$ cat config.mk
export PLATFORM = sky130hd
export DESIGN_NAME = video_timing_gen
export DESIGN_NICKNAME = d
export VERILOG_FILES = /design/src/rtl/video_pkg.sv /design/src/rtl/sync_delay_line.sv /design/src/rtl/video_timing_gen.sv
export SDC_FILE = /design/constraint.sdc
export NUM_CORES = 1
export LEC_CHECK = 0
export CORE_MARGIN = 2
export CORE_UTILIZATION = 50
export CTS_CLUSTER_SIZE = 40
export DETAILED_ROUTE_END_ITERATION = 12
export PLACE_DENSITY_LB_ADDON = 0.12
export SKIP_CTS_REPAIR_TIMING = 1
export SLEW_MARGIN = 10
export SYNTH_ARGS = -nofsm -noshare
export SYNTH_HDL_FRONTEND = slang
export SYNTH_SLANG_ARGS = --single-unit
$ cat constraint.sdc
create_clock -name clk -period 3.4 [get_ports clk]
set_clock_uncertainty 0.15 [all_clocks]
set_input_delay 0.68 -clock clk [delete_from_list [all_inputs] [get_ports clk]]
set_output_delay 0.68 -clock clk [all_outputs]
set_load 0.005 [all_outputs]
$ cat src/rtl/video_pkg.sv
// Shared timing-mode constants and sync polarity helper for the video timing generator.
package video_pkg;

  typedef struct packed {
    int h_active;
    int h_fp;
    int h_sync;
    int h_bp;
    int v_active;
    int v_fp;
    int v_sync;
    int v_bp;
  } timing_mode_t;

  localparam timing_mode_t MODE_720P    = '{1280, 110, 40, 220, 720, 5, 5, 20};
  localparam timing_mode_t MODE_640X480 = '{640, 16, 96, 48, 480, 10, 2, 33};
  localparam timing_mode_t MODE_800X600 = '{800, 40, 128, 88, 600, 1, 4, 23};

  // Map a raw "sync interval" flag onto the pin level for the given polarity.
  function automatic logic sync_level(input logic active, input logic pol);
    return active ? pol : ~pol;
  endfunction

endpackage

$ cat src/rtl/sync_delay_line.sv
// WIDTH x DEPTH shift register with synchronous reset; DEPTH=0 is a straight wire.
module sync_delay_line #(
  parameter int               WIDTH     = 3,
  parameter int               DEPTH     = 0,
  parameter logic [WIDTH-1:0] RESET_VAL = '0
) (
  input  logic             clk,
  input  logic             reset,
  input  logic [WIDTH-1:0] din,
  output logic [WIDTH-1:0] dout
);

  generate
    if (DEPTH == 0) begin : g_bypass
      logic bypass_unused;
      assign bypass_unused = clk ^ reset;
      assign dout = din;
    end else begin : g_pipe
      logic [WIDTH-1:0] stage [DEPTH];

      always_ff @(posedge clk) begin
        if (reset) begin
          for (int i = 0; i < DEPTH; i++) stage[i] <= RESET_VAL;
        end else begin
          stage[0] <= din;
          for (int i = 1; i < DEPTH; i++) stage[i] <= stage[i-1];
        end
      end

      assign dout = stage[DEPTH-1];
    end
  endgenerate

endmodule

$ cat src/rtl/video_timing_gen.sv
// Parametrised raster timing generator: h/v counters, sync/blank decode, strobes,
// frame counter and an optional delay on the sync/blank outputs.
module video_timing_gen
  import video_pkg::*;
#(
  parameter int   H_ACTIVE   = MODE_720P.h_active,
  parameter int   H_FP       = MODE_720P.h_fp,
  parameter int   H_SYNC     = MODE_720P.h_sync,
  parameter int   H_BP       = MODE_720P.h_bp,
  parameter int   V_ACTIVE   = MODE_720P.v_active,
  parameter int   V_FP       = MODE_720P.v_fp,
  parameter int   V_SYNC     = MODE_720P.v_sync,
  parameter int   V_BP       = MODE_720P.v_bp,
  parameter logic HS_POL     = 1'b1,
  parameter logic VS_POL     = 1'b1,
  parameter int   COORD_W    = 16,
  parameter int   PIPE_DELAY = 0,
  parameter int   FRAME_W    = 8
) (
  input  logic               clk,
  input  logic               reset,
  output logic [COORD_W-1:0] x,
  output logic [COORD_W-1:0] y,
  output logic               visible,
  output logic               hsync,
  output logic               vsync,
  output logic               line_start,
  output logic               frame_start,
  output logic [FRAME_W-1:0] frame
);

  localparam int H_TOTAL = H_ACTIVE + H_FP + H_SYNC + H_BP;
  localparam int V_TOTAL = V_ACTIVE + V_FP + V_SYNC + V_BP;

  localparam logic [COORD_W-1:0] H_LAST   = COORD_W'(H_TOTAL - 1);
  localparam logic [COORD_W-1:0] V_LAST   = COORD_W'(V_TOTAL - 1);
  localparam logic [COORD_W-1:0] H_ACT    = COORD_W'(H_ACTIVE);
  localparam logic [COORD_W-1:0] V_ACT    = COORD_W'(V_ACTIVE);
  localparam logic [COORD_W-1:0] HS_BEGIN = COORD_W'(H_ACTIVE + H_FP);
  localparam logic [COORD_W-1:0] HS_END   = COORD_W'(H_ACTIVE + H_FP + H_SYNC);
  localparam logic [COORD_W-1:0] VS_BEGIN = COORD_W'(V_ACTIVE + V_FP);
  localparam logic [COORD_W-1:0] VS_END   = COORD_W'(V_ACTIVE + V_FP + V_SYNC);

  // Cleared by reset so the first edge after release presents (0,0) rather than (1,0).
  logic               run;
  logic [COORD_W-1:0] h_next;
  logic [COORD_W-1:0] v_next;
  logic               frame_inc;
  logic [2:0]         raw_next;
  logic [2:0]         raw_dly;

  always_comb begin
    h_next    = x + COORD_W'(1);
    v_next    = y;
    frame_inc = 1'b0;
    if (!run) begin
      h_next = '0;
      v_next = '0;
    end else if (x == H_LAST) begin
      h_next = '0;
      if (y == V_LAST) begin
        v_next    = '0;
        frame_inc = 1'b1;
      end else begin
        v_next = y + COORD_W'(1);
      end
    end else begin
      h_next = x + COORD_W'(1);
    end
  end

  // Raw flags are decoded from the coordinate about to be registered, so the output
  // register keeps them aligned with x/y when the delay line is empty.
  always_comb begin
    raw_next[2] = (h_next < H_ACT) && (v_next < V_ACT);
    raw_next[1] = (h_next >= HS_BEGIN) && (h_next < HS_END);
    raw_next[0] = (v_next >= VS_BEGIN) && (v_next < VS_END);
  end

  sync_delay_line #(
    .WIDTH     (3),
    .DEPTH     (PIPE_DELAY),
    .RESET_VAL (3'b000)
  ) u_delay (
    .clk   (clk),
    .reset (reset),
    .din   (raw_next),
    .dout  (raw_dly)
  );

  always_ff @(posedge clk) begin
    if (reset) begin
      run         <= 1'b0;
      x           <= '0;
      y           <= '0;
      frame       <= '0;
      line_start  <= 1'b0;
      frame_start <= 1'b0;
      visible     <= 1'b0;
      hsync       <= sync_level(1'b0, HS_POL);
      vsync       <= sync_level(1'b0, VS_POL);
    end else begin
      run         <= 1'b1;
      x           <= h_next;
      y           <= v_next;
      line_start  <= (h_next == '0);
      frame_start <= (h_next == '0) && (v_next == '0);
      if (frame_inc) begin
        frame <= frame + FRAME_W'(1);
      end
      visible     <= raw_dly[2];
      hsync       <= sync_level(raw_dly[1], HS_POL);
      vsync       <= sync_level(raw_dly[0], VS_POL);
    end
  end

endmodule
==> results of run 1 <==
[power by group]
part           internal [uW]  switching [uW]
logic                   13.1            19.8
clock network            220             195
registers                542            4.37
[placed cells by master (no fill, tap or decap), drive strengths merged, types with 2 or more instances in the layout]
cell type	instances
inv	10
clkdlybuf4s50	46
nand3b	2
nand3	21
nand2	30
mux2i	7
dfxtp	46
and2	2
xnor2	21
nor4b	3
nor4	12
o22ai	2
buf	5
xor2	11
or3	7
ha	5
nor3	10
or4	4
a21oi	13
a31oi	3
nor4bb	3
nor2	53
a211oi	4
and3	6
and4	2
o21ai	12
clkbuf	5
or2	2
a22oi	2
nand4	11
o211ai	3
[routing by layer]
| layer | vias up | track usage, % | share of wire (%) | wire length [um] |
|---|---|---|---|---|
| li1 | 1291 | - | - | - |
| met1 | 1214 | 27.74 | 43 | 2858 |
| met2 | 84 | 39.83 | 51 | 3337 |
| met3 | 8 | 3.721 | 4.4 | 291 |
| met4 | 0 | 8.571 | 1.5 | 102 |
| met5 | - | 0 | 0 | 0 |
[stage by stage]
| step | setup slack (ns) | total power [uW] | hold slack (ns) | util, % | instance area (sq um) |
|---|---|---|---|---|---|
| 2_1_floorplan | 0.5641 | 576.9 | 0.3243 | - | 2695 |
| 3_3_place_gp | 0.4520 | 591.4 | 0.3180 | 62.00 | 3187 |
| 3_5_place_dp | 0.2945 | 592.1 | 0.3252 | 62.00 | 3187 |
| 4_1_cts | 0.2621 | 1005 | 0.3383 | 64.19 | 3299 |
| 5_1_grt | 0.04187 | 1035 | 0.3913 | 64.19 | 3299 |
| 6_report | 0.2446 | 995.5 | 0.3380 | 64.19 | 3299 |
[state kept, by name (all words and copies together), names as in the netlist]
register and count:
frame 8, frame_start 1, visible 1, run 1, line_start 1, y 16
hsync 1, x 16, vsync 1
[cell type report]
cell class,instances,area [sq um],area share (%)
repair buffers,51,498.0,15.09
inverters,9,33.78,1.024
flip-flops and latches,46,920.9,27.91
multi-input cells,266,1647,49.91
well taps,70,87.58,2.655
clock inverters,3,43.79,1.327
clock buffers,5,68.82,2.086
[cells by family after synthesis]
| family | count (synthesis) |
|---|---|
| and+or+nand+nor | 174 |
| AOI/OAI and AO/OA | 48 |
| DFF | 46 |
| xor gates and xnor gates | 32 |
| buffers and inverters | 27 |
| muxes | 7 |
| adders and majority gates | 5 |
[tightest hold or removal path: stages (launching register included)]
cell and delay (ns):
dfxtp_1 0.32, o21ai_0 0.07, a21oi_1 0.06
[worst min-delay path by stage]
stage | start | end | slack [ns] | cells after the start
floorplan | frame[7] | frame[7] | 0.32 | 2
global placement | frame[7] | frame[7] | 0.32 | 2
detailed placement | frame[7] | frame[7] | 0.33 | 2
CTS | frame[7] | frame[7] | 0.34 | 2
global route | frame[7] | frame[7] | 0.39 | 2
finish | frame[7] | frame[7] | 0.34 | 2
==> run metrics, run 1 <==
outcome=finished clean; Site Rows=26; Critical Path Sink=frame_start; Yosys cell types=52; Wirelength per Cell=14.64 um; top cell types by occurrence after synthesis=53 x nor2_1, 46 x dfxtp_1, 29 x nand2_1; Hold Path Class=reg -> reg; vias in the first global route=2350; initial antenna violation count=0; CP bufs+invs=0; top-area cell type share of the netlist area=34.17%; CTS Buf Count=5; Cells after Synth=339; r2r worst-path depth=8; biggest area consumer among synthesized cells=dfxtp_1; dpl cells=between 400 and 500; RSZ-0062 raised after global routing=no; Reg clk slew, reported paths=0.09 ns; Die Ht=77.42 um; fin cells=450; vias=about 2600; Setup TNS=0 ns; number of top-level pins=47; Num Clock Sinks=46; critical path launch point=x[0]; CP max stage cell=or4_1; clk_lat worst skew=0.30 ns; CTS max path bufs=2; First-pass DRT Iterations=5; kind of critical path=reg -> reg; DIE WIDTH=77.42 um; aggregate global routing overflow=0; MaxCap Viol Count=0; dpl hpwl=4903 um; Layout fillers=around 500; crit-path max FO=11; port bufs=46; Initial Utilization=52.43%; EDFF count, synth=0; all-layer global routing usage=roughly 23%; Reg-to-Reg Start=x[0]; maximum VDD drop=202.3 uV; syn_nets=346; syn_area_per_cell=7.950 sq um; normalized max-slew margin=58.75%; top_reg_cell synth=dfxtp_1; dominant cells by area after synthesis=dfxtp_1 34%, nor2_1 7.4%, xnor2_1 6.8%; worst r2r dst=frame_start; Simple-Gate Fraction of Synth Area=34.35%; fin crit share=92.81%; critical-path cell list=ha_1 -> nand3_1 -> nor4_4 -> and3_1 -> a31oi_1 -> or4_1 -> a2111o_1 -> a211oi_2; CTS tree=built; CP delay by family, top=simple AND/OR/NAND/NOR gates; Vias per Instance=a little under 6; Leak=about 0.0011 uW; crit path time final=3.155 ns; Core Region=between 0.005 and 0.006 sq mm; Pwr per Cell Area=301.7 mW/mm^2; die area=0.005993 sq mm; drt drc=0; H-Tree Depth=2; sequential area share after synthesis=34.17%; GPL Wtd Cong=about 0.90; count leader, synth=nor2_1; Critical Path Max Stage Delay=around 0.52 ns; adder-cell share of the synthesized area=2.321%; Area growth syn-to-layout=22.42%; share of layout cells above drive strength 1=5.263%; CP arrival=around 3.2 ns; diode count=0; Hold Vio Cnt, Final=0; first-pass GRT wire length=11040 um; CP Launch Type=register; XOR/XNOR share of the synthesized area=10.40%; Pins Over Slew Limit=0; Worst Path Required=3.48 ns; fmax=0.3169 GHz; critical path depth=8; nets@finish=386; CP Capture Type=register; async set-or-reset flop fraction in the synthesized netlist=0%; drt total wl=around 6600 um; Root Buffer=clkbuf_8; main combinational cell family by area after synthesis=simple AND/OR/NAND/NOR gates; synth warn=0; Post-Syn Area=0.002695 sq mm; Finish-stage setup viols=0; mux share of post-synthesis cell area=2.600%; pin count of the biggest net entering global routing=16; Iter 0 DRT Violations=166; R2R setup slack=0.24 ns; synthesis-stage register bit count=46; Final ANT Viol Nets=0; Slew @ Worst Pin=0.6101 ns; post-synthesis compound-gate area fraction=a little under an eighth
Note: power is estimated with default switching activity, not from simulation.
==> run 2, diff against run 1 <==
==> constraint.sdc (replaced) <==
create_clock -name clk -period 3.4 [get_ports clk]
set_clock_uncertainty 0.15 [all_clocks]
set_input_delay 0.68 -clock clk [delete_from_list [all_inputs] [get_ports clk]]
set_output_delay 0.68 -clock clk [all_outputs]
set_load 0.05 [all_outputs]
==> results of run 2 <==
Same layout as run 1 (identical final DEF). Status: finished clean.
Among the figures that moved: total power 995.5 uW -> 1007 uW
